<file path="src/rtl/priority_grant_arbiter.sv">
// Purpose : share one downstream resource among N requesters, fixed-priority or round-robin, with bounded hold.
// Latency : 1 cycle from req to registered gnt; handover on release is zero-bubble.
// Backpressure: none; req is level-sensitive, arb_en only gates new grants, it never revokes a held one.
//
// Ports:
//   clk, rst_n            clock, asynchronous active-low reset
//   req[N-1:0]            level-sensitive request vector
//   arb_en                1 = new grants may be issued
//   rr_mode               0 = highest index wins, 1 = round-robin after last owner
//   gnt[N-1:0]            registered one-hot grant (zero when idle)
//   gnt_idx[IDX_W-1:0]    registered index of current/last owner
//   gnt_valid             registered, high while a grant is held
module priority_grant_arbiter #(
    parameter int N        = 8,
    parameter int IDX_W    = 3,
    parameter int MAX_HOLD = 15
) (
    input  logic             clk,
    input  logic             rst_n,
    input  logic [N-1:0]     req,
    input  logic             arb_en,
    input  logic             rr_mode,
    output logic [N-1:0]     gnt,
    output logic [IDX_W-1:0] gnt_idx,
    output logic             gnt_valid
);

    typedef enum logic {ST_IDLE = 1'b0, ST_GRANT = 1'b1} state_t;

    localparam logic [7:0] HOLD_MAX = 8'(MAX_HOLD);

    state_t           r_state;
    logic [N-1:0]     r_gnt;
    logic [IDX_W-1:0] r_gnt_idx;
    logic [7:0]       r_hold;
    logic [IDX_W-1:0] r_last_owner;

    state_t           w_state_nxt;
    logic [N-1:0]     w_gnt_nxt;
    logic [IDX_W-1:0] w_idx_nxt;
    logic [7:0]       w_hold_nxt;
    logic [IDX_W-1:0] w_last_nxt;

    logic [N-1:0]     w_owner_oh;
    logic             w_owner_req;
    logic             w_timeout;
    logic [N-1:0]     w_cand;
    logic [IDX_W-1:0] w_fp_win;
    logic [IDX_W-1:0] w_rr_start;
    logic [IDX_W-1:0] w_rr_win;
    logic [IDX_W-1:0] w_win;
    logic [N-1:0]     w_win_oh;

    // Candidate set and both winners. On timeout the owner is masked so the
    // others get a turn; on drop its request bit is already clear.
    always_comb begin
        w_owner_oh  = N'(1) << r_gnt_idx;
        w_owner_req = |(req & w_owner_oh);
        w_timeout   = (r_state == ST_GRANT) && (r_hold == HOLD_MAX);
        w_cand      = w_timeout ? (req & ~w_owner_oh) : req;

        // Ascending scan: the last set bit seen is the highest index.
        w_fp_win = '0;
        for (int i = 0; i < N; i++) begin
            if (w_cand[i]) w_fp_win = IDX_W'(i);
        end

        // Descending offset scan: the last hit is the smallest offset from
        // the slot after the previous owner, i.e. the first in RR order.
        w_rr_start = r_last_owner + 1'b1;
        w_rr_win   = '0;
        for (int k = N - 1; k >= 0; k--) begin
            if (w_cand[w_rr_start + IDX_W'(k)]) w_rr_win = w_rr_start + IDX_W'(k);
        end

        // rr_mode only matters on arbitration edges because w_win is only
        // consumed there.
        w_win    = rr_mode ? w_rr_win : w_fp_win;
        w_win_oh = N'(1) << w_win;
    end

    // State register (also holds the registered outputs and counters).
    always_ff @(posedge clk or negedge rst_n) begin
        if (!rst_n) begin
            r_state      <= ST_IDLE;
            r_gnt        <= '0;
            r_gnt_idx    <= '0;
            r_hold       <= '0;
            r_last_owner <= IDX_W'(N - 1);
        end else begin
            r_state      <= w_state_nxt;
            r_gnt        <= w_gnt_nxt;
            r_gnt_idx    <= w_idx_nxt;
            r_hold       <= w_hold_nxt;
            r_last_owner <= w_last_nxt;
        end
    end

    // Next-state and next-datapath logic.
    always_comb begin
        w_state_nxt = r_state;
        w_gnt_nxt   = r_gnt;
        w_idx_nxt   = r_gnt_idx;
        w_hold_nxt  = r_hold;
        w_last_nxt  = r_last_owner;

        case (r_state)
            ST_IDLE: begin
                if (arb_en && (|req)) begin
                    w_state_nxt = ST_GRANT;
                    w_gnt_nxt   = w_win_oh;
                    w_idx_nxt   = w_win;
                    w_hold_nxt  = 8'd1;
                    w_last_nxt  = w_win;
                end
            end
            ST_GRANT: begin
                if (w_owner_req && !w_timeout) begin
                    w_hold_nxt = r_hold + 8'd1;
                end else if (arb_en && (|w_cand)) begin
                    w_gnt_nxt  = w_win_oh;
                    w_idx_nxt  = w_win;
                    w_hold_nxt = 8'd1;
                    w_last_nxt = w_win;
                end else if (arb_en && w_timeout && w_owner_req) begin
                    // Sole requester timed out: restart its hold window,
                    // grant vector stays the same.
                    w_hold_nxt = 8'd1;
                    w_last_nxt = r_gnt_idx;
                end else begin
                    // gnt_idx keeps the last owner while idle.
                    w_state_nxt = ST_IDLE;
                    w_gnt_nxt   = '0;
                    w_hold_nxt  = '0;
                end
            end
            default: begin
                w_state_nxt = ST_IDLE;
                w_gnt_nxt   = '0;
                w_hold_nxt  = '0;
            end
        endcase
    end

    // Output logic.
    always_comb begin
        gnt       = r_gnt;
        gnt_idx   = r_gnt_idx;
        gnt_valid = (r_state == ST_GRANT);
    end

endmodule
</file>
<file path="config.mk">
export PLATFORM = sky130hd
export DESIGN_NAME = priority_grant_arbiter
export DESIGN_NICKNAME = d
export VERILOG_FILES = /design/src/rtl/priority_grant_arbiter.sv
export SDC_FILE = /design/constraint.sdc
export NUM_CORES = 1
export LEC_CHECK = 0
export ABC_CLOCK_PERIOD_IN_PS = 9550
export CORE_MARGIN = 2
export CORE_UTILIZATION = 39
export DETAILED_ROUTE_END_ITERATION = 8
export HOLD_SLACK_MARGIN = 0.15
export PLACE_DENSITY = 0.67
export RECOVER_POWER = 100
export SYNTH_ARGS = -nofsm -noshare
export SYNTH_HDL_FRONTEND = slang
export SYNTH_SLANG_ARGS = --single-unit
</file>
<file path="constraint.sdc">
create_clock -name clk -period 9.55 [get_ports clk]
set_input_delay 1.91 -clock clk [delete_from_list [all_inputs] [get_ports clk]]
set_output_delay 1.91 -clock clk [all_outputs]
set_load 0.1 [all_outputs]
</file>
== Word level (Yosys, flattened, before mapping) ==
Index checks and enable logic that the tools add are counted.

* Reduce and logical (&&, ||, !) cells: 13
* Add/sub/neg operators: 9
* Eq/ne operators: 6
* Magnitude comparators: 8
* Bitwise gates (word level): 4
* Muxes and demuxes: 56
* Shift operators: 2

{| class="wikitable"
|+ Operator list
! kind !! count
|-
| 3-bit 2-to-1 mux || 19
|-
| 8-bit 2-to-1 mux || 7
|-
| 3-bit by 4-bit less-than comparator with 1-bit output (second input constant) || 8
|-
| 8-bit case mux with 2 select lines || 2
|-
| 1-bit binary-select mux with 3-bit select || 8
|-
| 8-bit OR reduction || 3
|-
| 8-bit AND || 2
|-
| 1-bit by 3-bit left shift with 8-bit output (first input constant) || 2
|-
| 1-bit 2-to-1 mux || 15
|-
| 3-bit adder (second input constant) || 4
|-
| 3-bit case mux with 2 select lines || 2
|-
| 3-bit AND reduction || 3
|-
| 8-bit by 1-bit adder with 8-bit output (second input constant) || 1
|-
| 8-bit by 4-bit == test with 1-bit output (second input constant) || 1
|-
| 8-bit inverter || 1
|-
| 3-bit by 1-bit adder with 3-bit output (second input constant) || 2
|-
| 3-bit by 2-bit adder with 3-bit output (second input constant) || 2
|-
| 1-bit logical AND || 6
|-
| 2-bit 2-to-1 mux || 2
|-
| 2-bit != test (second input constant) || 2
|-
| 3-bit by 1-bit != test with 1-bit output (second input constant) || 1
|-
| 3-bit != test (second input constant) || 1
|-
| 2-bit by 1-bit != test with 1-bit output (second input constant) || 1
|-
| 1-bit case mux with 2 select lines || 1
|-
| 2 further kinds || 2
|}

* Output and inout port bits: 12
* Bits in registers: 23
* Logic and storage cells: 103
* Input port bits: 12

== Depth between registers and ports, before layout ==
Gate-level depths: netlist of the first run.

* Word-level depth: 19
* Depth in mapped cells: 14
* Mapped depth without buffers: 11

== Worst setup path before layout of the first run ==
Ideal clock, no wire load.

* Path kind: input to register
* From: in req[6]
* To: reg r_gnt[5], in the netlist gnt[5]
* Path slack: 5.338 ns
* Data required time: 9.427 ns
* Library setup time: 0.123 ns
* Data arrival time: 4.090 ns
* Stages: 9
* Path buffers: 1
* Path through: clkbuf_1 -> mux2i_1 -> nor2_1 -> mux4_2 -> or4b_1 -> and4_4 -> a31oi_4 -> nor2_1 -> a22o_1

* Longest elaborated chain between the ends: 17
* Elaborated cells between the ends (all ways): 46
* Classes of those cells: eq/ne: 3; shift: 1; mux: 32; bitwise: 2; reduce/logical: 8

{| class="wikitable"
|+ Ends and longest elaborated chain
! what !! line !! RTL
|-
| from (decl) || 20 || <nowiki>input logic [N-1:0] req,</nowiki>
|-
| 8-bit AND || 60 || <nowiki>w_cand = w_timeout ? (req & ~w_owner_oh) : req;</nowiki>
|-
| 8-bit 2-to-1 mux || 60 ||
|-
| 1-bit binary-select mux with 3-bit select || 73 || <nowiki>if (w_cand[w_rr_start + IDX_W'(k)]) w_rr_win = w_rr_start + IDX_W'(k);</nowiki>
|-
| 1-bit 2-to-1 mux (not written as such) || 73 ||
|-
| 3-bit 2-to-1 mux (8 in a row) || 73 ||
|-
| 3-bit 2-to-1 mux || 78 || <nowiki>w_win = rr_mode ? w_rr_win : w_fp_win;</nowiki>
|-
| 1-bit by 3-bit left shift with 8-bit output || 79 || <nowiki>w_win_oh = N'(1) << w_win;</nowiki>
|-
| 8-bit 2-to-1 mux || 120 || <nowiki>end else if (arb_en && (|w_cand)) begin</nowiki>
|-
| 8-bit 2-to-1 mux || 118 || <nowiki>if (w_owner_req && !w_timeout) begin</nowiki>
|-
| 8-bit case mux with 2 select lines || 107 || <nowiki>case (r_state)</nowiki>
|-
| to (signal assigned) || 92 || <nowiki>r_gnt <= w_gnt_nxt;</nowiki>
|-
| to (decl) || 33 || <nowiki>logic [N-1:0] r_gnt;</nowiki>
|}

Several ways; a longest one is shown, not always the timed one. The select of a mux whose other input is x is not followed.
A chain may end at the register's enable or synchronous reset.

== Worst setup path in the final report of the first run ==
* From: reg r_last_owner[0]
* To: reg r_gnt[7], in the netlist gnt[7]

* Longest elaborated chain between the ends: 17
* Elaborated cells between the ends (all ways): 38
* Classes of those cells: add/sub: 8; shift: 1; mux: 29

{| class="wikitable"
|+ Ends and longest elaborated chain
! what !! line !! RTL
|-
| from (decl) || 36 || <nowiki>logic [IDX_W-1:0] r_last_owner;</nowiki>
|-
| from (signal assigned) || 89 || <nowiki>r_last_owner <= IDX_W'(N - 1);</nowiki>
|-
| from (signal assigned) || 95 || <nowiki>r_last_owner <= w_last_nxt;</nowiki>
|-
| 3-bit by 1-bit adder with 3-bit output * || 70 || <nowiki>w_rr_start = r_last_owner + 1'b1;</nowiki>
|-
| 3-bit adder || 73 ||
|-
| 1-bit binary-select mux with 3-bit select || 73 ||
|-
| 1-bit 2-to-1 mux (not written as such) || 73 ||
|-
| 3-bit 2-to-1 mux (7 in a row) || 73 ||
|-
| 3-bit 2-to-1 mux * || 73 ||
|-
| 3-bit 2-to-1 mux * || 78 ||
|-
| 1-bit by 3-bit left shift with 8-bit output * || 79 ||
|-
| 8-bit 2-to-1 mux || 120 ||
|-
| 8-bit 2-to-1 mux || 118 ||
|-
| 8-bit case mux with 2 select lines * || 107 ||
|}

Every way passes the cells marked *; elsewhere a longest branch is shown, timed or not. The select of a mux whose other input is x is not followed.

==> reports/results.txt, run 1 <==
Initial Util: 40.11%
Seq/Total Area, Yosys: 22.88%
max-slew headroom at the worst pin: 19.31%
IO Pins: 24
Antenna Violating Nets Remaining: 0
DRC viols: 0
hpwl dp: 5399 um
R2R Setup Slk: 3.63 ns
run status: finished, final reports clean
DIE WIDTH: 84.58 um
largest net degree at the start of global routing: 40
final core utilization: 44.53%
Layout Nets: 329
CTS root buf: clkbuf_8
Worst Tran Pin Value: 1.210 ns
post-CTS resize count: 0
port bufs: 23
CTS tree: done
clk sinks: 23
Clock Pin Slew Worst Setup and Hold Paths: 0.08 ns
Worst R2R End: gnt[7]
initial antenna violation count: 0
worst hold path class: flop to flop
layout cells sized above 1: 7.987%
Mapped Area: 2532 um2
Ant. Diodes: 0
WHS Endpoint: gnt[3]
Routability Congestion: 0.9519
Vias: 2639
Hold Crit Start: gnt[3]
first-pass GRT wire length: 12330 um
Post-synth ARST share: 100.0%
final hold viol count: 0
Worst Reg-to-Reg Cells: 11
vias in the first global route: 2385
Setup crit end kind: flop
hold depth: 1
Worst Path Required: 9.71 ns
Synth-to-Final Area Change: 11.02%
Syn Inst Count: 304
crit path kind: flop to flop
Vias/cell: 6.767
DIE HEIGHT: 84.58 um
final wirelength: 7402 um
drt wl/cell: 18.98 um
crit share post-route: 61.99%
H-tree level count: 1
die area: 7154 um2
Yosys warning count: 0
FF-to-FF Start: r_last_owner[0]
# rows: 29
Avg Inst Size Synth: 8.330 um2
syn_nets: 319
total grt overflow: 0
clock skew: 0.002819 ns
initial DRC count: 361
All-Layer GR Usage: 20.82%
post-layout minimum cycle time: 5.920 ns
WP data arrival: 6.08 ns
Post-CTS Setup Inserts: 0
max cap viols: 0
Bufs on Longest Clock Path: 2
FF+latch count, synth: 23
f_max: 168.9 MHz
hold buffers post-CTS: 0
worst skew pair latency: 0.27 ns
Synth cell types: 69
Hold Slack: 0.5003 ns
TritonCTS buffer count: 3
Critical Path Source Type: flop
drt pass-1 iters: 5
setup tns final: 0 ns
number of synthesized flops with an enable pin: 0
Setup-failing EPs final: 0
Synth Flop Type: dfrtp_1
Max Slew Vio Count: 0
RSZ-0062 raised after global routing: no
worst-path maximum fanout: 39
Core Box Area: 6314 um2
[worst max-delay path: stages, from the launching register on]
cell and delay [ns]:
dfstp_1 1.33, inv_1 0.37, ha_1 0.97, xor2_2 0.44, nor4_4 0.10, or2_1 0.30, mux4_2 0.57, o311ai_0 0.19
o2111ai_1 0.19, o21ai_0 0.89, inv_1 0.16, a32o_1 0.29
[worst max path at each step]
| stage | from | endpoint | slack [ns] |
|---|---|---|---|
| 3_3_place_gp | req[6] | gnt[7] | 4.41 |
| 4_1_cts | r_last_owner[0] | gnt[0] | 4.55 |
| 6_report | r_last_owner[0] | gnt[7] | 3.63 |
| 2_1_floorplan | req[6] | gnt[5] | 5.34 |
| 3_5_place_dp | req[6] | gnt[7] | 4.39 |
| 5_1_grt | r_last_owner[0] | gnt[7] | 3.17 |
[routing by layer]
metal | track usage, % | up-vias | wire, um
li1 | - | 1223 | -
met1 | 31.09 | 1267 | 3430
met2 | 33.43 | 130 | 3347
met3 | 1.082 | 19 | 479
met4 | 4.473 | 0 | 145
met5 | 0 | - | 0
[through the flow]
step,instance area (um2),std cells,worst slack (ns)
after floorplan,2532,304,5.338
after global placement,2790,386,4.412
after detailed placement,2790,386,4.388
after CTS,2835,390,4.546
after global routing,2811,390,3.168
final,2811,390,3.630
[synth_stat cells (3+ instances only)]
master | number | share of area, %
ha_1 | 3 | 1.5
clkbuf_1 | 14 | 2.1
a21oi_1 | 15 | 3.0
xnor2_1 | 4 | 1.4
buf_2 | 4 | 0.79
nor2_1 | 28 | 4.2
nor4_1 | 4 | 0.99
o31ai_1 | 4 | 1.2
a211oi_1 | 3 | 0.89
and3_1 | 5 | 1.2
a32o_1 | 4 | 1.6
mux2i_1 | 10 | 4.0
nand2_1 | 24 | 3.6
o21ai_1 | 5 | 0.99
dfrtp_1 | 20 | 20
dfstp_2 | 3 | 3.1
nand3_1 | 5 | 0.99
o21ai_0 | 22 | 4.3
a22o_1 | 5 | 1.7
nand2b_1 | 4 | 0.99
inv_1 | 8 | 1.2
a21o_1 | 7 | 2.1
a41o_1 | 4 | 1.6
o22ai_1 | 6 | 1.5
a41oi_1 | 5 | 1.7
nor2b_1 | 5 | 1.2
nor4b_1 | 3 | 1.0
o211ai_1 | 3 | 0.89
o32ai_1 | 5 | 1.7
mux4_2 | 9 | 8.0
nor3_1 | 9 | 1.8
a31oi_1 | 8 | 2.0
[cell type report]
type	instances	area, um2
fillers	624	3502
multi-input cells	252	1815
flip-flops and latches	23	579.3
repair buffers	24	237.7
well taps	77	96.34
clock buffers	4	45.04
inverters	10	37.54
[logic make-up (layout without fill, tap and decap cells)]
family	Yosys count	count (layout)	share of synthesized area, %
compound gates	114	114	31.92
xor+xnor	8	8	3.656
fa+ha+maj	3	3	1.482
buf+inv	29	38	4.496
flops	23	23	22.88
mux	20	20	12.40
simple gates	107	107	23.17
[registers in the layout, summed over array words and instances (netlist names)]
signal,cells
gnt_valid,1
r_hold,8
gnt,8
r_last_owner,3
gnt_idx,3
[placed cells by master, fill, tap and decap left out, types with 4 or more instances in the layout]
cell / count
clkdlybuf4s50_1: 9
nor2_1: 28
nor4_1: 4
a32o_1: 4
and3_1: 5
o32ai_1: 5
dlygate4sd3_1: 14
nor3_1: 9
a21o_1: 7
a22o_1: 5
a41o_1: 4
o31ai_1: 4
a31oi_1: 9
nand2_1: 24
nor2b_1: 5
mux4_2: 9
a41oi_1: 5
dfrtp_1: 20
nand3_1: 5
a21oi_1: 15
nor4b_1: 4
o21ai_0: 24
o22ai_1: 6
nand2b_1: 4
mux2i_1: 10
inv_1: 8
xnor2_1: 4
Power of run 1 is not shown: default switching activity piles up to over one toggle a cycle in this logic, so the estimate is an artifact.
==> run 2: changes to the inputs <==
--- a/config.mk
+++ b/config.mk
@@ -5,7 +5,7 @@
 export SDC_FILE = /design/constraint.sdc
 export NUM_CORES = 1
 export LEC_CHECK = 0
-export ABC_CLOCK_PERIOD_IN_PS = 9550
+export ABC_CLOCK_PERIOD_IN_PS = 5750
 export CORE_MARGIN = 2
 export CORE_UTILIZATION = 39
 export DETAILED_ROUTE_END_ITERATION = 8
==> constraint.sdc (replaced) <==
create_clock -name clk -period 5.75 [get_ports clk]
set_input_delay 1.15 -clock clk [delete_from_list [all_inputs] [get_ports clk]]
set_output_delay 1.15 -clock clk [all_outputs]
set_load 0.1 [all_outputs]
==> reports/results.txt, run 2 (synthesized netlist as in run 1, its figures left out) <==
run status: finished, final reports clean
port bufs: 23
Hold Slack: 0.4959 ns
met3 Use GR: 2.262%
Setup-failing EPs final: 0
clock skew: 0.007794 ns
Worst Path Required: 5.91 ns
max cap viols: 0
final hold viol count: 0
commonest non-fill, non-tap cell in the layout: nor2_1
post-CTS resize count: 0
All-Layer GR Usage: 20.51%
Antenna Violating Nets Remaining: 0
initial antenna violation count: 0
Placed Cells: 387
Routability Congestion: 0.9387
vias in the first global route: 2381
Initial Util: 40.11%
WP data arrival: 4.86 ns
Clock Pin Slew Worst Setup and Hold Paths: 0.08 ns
drt wl/cell: 18.97 um
grt met1 use: 30.55%
worst-path maximum fanout: 20
DIE HEIGHT: 84.58 um
met2 usage: 33.07%
Vias: 2640
layout cells sized above 1: 8.917%
DRC viols: 0
most frequent cells in the layout: nor2_1, o21ai_0, nand2_1
CTS tree: done
crit path kind: flop to flop
final core utilization: 44.67%
RSZ-0062 raised after global routing: no
die area: 7154 um2
H-tree level count: 1
setup tns final: 0 ns
largest net degree at the start of global routing: 39
clk sinks: 23
Worst Tran Pin Value: 1.037 ns
Post-CTS Setup Inserts: 0
max-slew headroom at the worst pin: 30.64%
Vias/cell: 6.752
Setup crit end kind: flop
first-pass GRT wire length: 12210 um
IO Pins: 24
Max Slew Vio Count: 0
worst skew pair latency: 0.27 ns
post-layout minimum cycle time: 4.699 ns
final wirelength: 7417 um
Bufs on Longest Clock Path: 2
Critical Path Source Type: flop
f_max: 212.8 MHz
Top Usage Layer GRT: met2
# rows: 29
TritonCTS buffer count: 3
worst hold path class: flop to flop
Core Box Area: 6314 um2
Ant. Diodes: 0
final non-filler cell total: 391
Synth-to-Final Area Change: 11.36%
drt pass-1 iters: 5
CTS root buf: clkbuf_8
hpwl dp: 5435 um
hold buffers post-CTS: 0
total grt overflow: 0
Layout Nets: 330
DIE WIDTH: 84.58 um
initial DRC count: 306
crit share post-route: 81.73%
## run 2: changes by cell type in the layout (fill, tap and decap cells not counted)
cell,change
dfstp_1,-1
clkinv_2,+1
clkbuf_1,-1
dfstp_2,+1
buf_4,+1
## run 2: layout make-up
cell class / instances / area [um2]
Fill cell: 649 / 3493
Clock buffer: 3 / 41.29
Multi-Input combinational cell: 252 / 1815
Inverter: 10 / 37.54
Clock inverter: 1 / 5.005
Timing Repair Buffer: 25 / 245.2
Tap cell: 77 / 96.34
Sequential cell: 23 / 579.3
## run 2: critical path, cell delays in order (launching register included)
cell	delay, ns
dfstp_2	0.53
inv_1	0.12
ha_1	0.70
xnor2_1	0.65
nor4b_1	0.17
or2_0	0.30
mux4_2	0.55
o311ai_0	0.18
o2111ai_1	0.18
o21ai_0	0.76
inv_1	0.14
a32o_1	0.29
## run 2: path summary, 6_finish.rpt
check	endpoint	cells past startpoint	slack, ns	from
max	gnt[6]	11	1.05	r_last_owner[0]
min	gnt[3]	1	0.50	gnt[3]
max reg2reg	gnt[6]	11	1.05	r_last_owner[0]
min reg2reg	gnt[3]	1	0.50	gnt[3]
max in group asynchronous	gnt[4]	1	3.61	rst_n
min in group asynchronous	r_hold[1]	1	1.50	rst_n
## run 2: routing by layer
metal	part of all wire [%]	wire, um
met5	0	0
met4	0.57	42
met3	8.0	597
met2	46	3385
met1	46	3392
## run 2: through the flow
step / instance area, um2 / setup slack, ns
finish: 2820 / 1.051
global route: 2820 / 0.6952
CTS: 2844 / 1.456
detailed placement: 2798 / 1.441
global placement: 2798 / 1.429
floorplan: 2532 / 1.722
Power of run 2 is left out for the same reason.
==> run 3: changes to the inputs <==
--- a/config.mk
+++ b/config.mk
@@ -5,7 +5,7 @@
 export SDC_FILE = /design/constraint.sdc
 export NUM_CORES = 1
 export LEC_CHECK = 0
-export ABC_CLOCK_PERIOD_IN_PS = 5750
+export ABC_CLOCK_PERIOD_IN_PS = 4400
 export CORE_MARGIN = 2
 export CORE_UTILIZATION = 39
 export DETAILED_ROUTE_END_ITERATION = 8
==> constraint.sdc (replaced) <==
create_clock -name clk -period 4.4 [get_ports clk]
set_input_delay 0.88 -clock clk [delete_from_list [all_inputs] [get_ports clk]]
set_output_delay 0.88 -clock clk [all_outputs]
set_load 0.1 [all_outputs]
==> reports/results.txt, run 3 (synthesized netlist as in run 1, its figures left out) <==
DIE WIDTH: 84.58 um
DIE HEIGHT: 84.58 um
die area: 7154 um2
Antenna Violating Nets Remaining: 0
DRC viols: 0
Vias: 2651
crit path kind: flop to flop
Worst Tran Pin Value: 1.021 ns
worst-path maximum fanout: 38
Worst Path Required: 4.56 ns
initial antenna violation count: 0
hold buffers post-CTS: 0
final hold viol count: 0
Core Box Area: 6314 um2
total grt overflow: 0
max-slew headroom at the worst pin: 31.70%
Initial Util: 40.11%
Vias/cell: 6.711
port bufs: 23
Setup crit end kind: flop
TritonCTS buffer count: 3
max incr delay on CP: 0.62 ns
Ant. Diodes: 0
Critical Path Source Type: flop
layout cells sized above 1: 10.38%
H-tree level count: 1
Max Slew Vio Count: 0
IO Pins: 24
clock skew: 0.004380 ns
final core utilization: 45.32%
final wirelength: 7270 um
post-CTS resize count: 0
Post-CTS Setup Inserts: 0
largest net degree at the start of global routing: 39
most frequent cells in the layout: nor2_1, nand2_1, o21ai_0
commonest non-fill, non-tap cell in the layout: nor2_1
Routability Congestion: 0.9908
CTS tree: done
hold depth: 2
setup tns final: 0 ns
worst skew pair latency: 0.26 ns
Cell Chain, Critical Path: buf_4, ha_1, xor2_1, xnor2_1, mux4_2, o311a_1, nor4_1, o21ai_1, nor2b_1, a22o_1
max cap viols: 0
post-layout minimum cycle time: 4.036 ns
drt wl/cell: 18.41 um
vias in the first global route: 2522
WP data arrival: 4.19 ns
crit path max-delay cell type: mux4_2
Synth-to-Final Area Change: 12.99%
crit share post-route: 91.73%
Setup-failing EPs final: 0
Worst Reg-to-Reg Cells: 10
run status: finished, final reports clean
first-pass GRT wire length: 12370 um
f_max: 247.8 MHz
Clock Pin Slew Worst Setup and Hold Paths: 0.08 ns
Bufs on Longest Clock Path: 2
drt pass-1 iters: 5
Layout Nets: 334
CTS root buf: clkbuf_8
# rows: 29
All-Layer GR Usage: 20.82%
hpwl dp: 5403 um
initial DRC count: 415
clk sinks: 23
RSZ-0062 raised after global routing: no
worst hold path class: flop to flop
run 3: metal layers:
layer	global-route usage, %	share of wire [%]	vias to the layer above
met1	29.00	44	1274
met3	4.031	8.3	16
met5	0	0	-
met4	5.916	1.6	0
met2	33.00	46	133
li1	-	-	1228
run 3: final timing paths:
kind                                 start         endpoint  slack (ns)
max reg2reg                r_last_owner[0]           gnt[0]        0.36
min in group asynchronous            rst_n        r_hold[2]        1.23
max                        r_last_owner[0]           gnt[0]        0.36
max in group asynchronous            rst_n           gnt[1]        2.55
min reg2reg                r_last_owner[1]  r_last_owner[1]        0.49
min                        r_last_owner[1]  r_last_owner[1]        0.49
run 3: worst max-delay path: cells and delay by family (launching register included):
family	cells	cell delay (ns)
AOI/OAI and AO/OA	3	0.81
xor gates and xnor gates	2	0.78
adders and majority gates	1	0.34
buffers and inverters	1	0.35
DFF	1	0.53
muxes	1	0.62
and+or+nand+nor	2	0.49
run 3: layout make-up:
class,instances,area [um2]
inverter,10,37.54
timing repair buffer,29,275.3
sequential,23,579.3
tap,77,96.34
clock buffer,4,45.04
fill,616,3452
multi-input combinational,252,1828
run 3: metrics by stage:
| stage | worst slack [ns] | instances | area (um2) | hold WS [ns] |
|---|---|---|---|---|
| global route | 0.1423 | 395 | 2861 | 0.5232 |
| finish | 0.3638 | 395 | 2861 | 0.4880 |
| global placement | 0.4625 | 391 | 2828 | 0.4871 |
| floorplan | 0.3724 | 304 | 2532 | 0.4546 |
| CTS | 0.4600 | 395 | 2873 | 0.4952 |
| detailed placement | 0.4310 | 391 | 2828 | 0.4834 |
Power of run 3 is left out for the same reason.
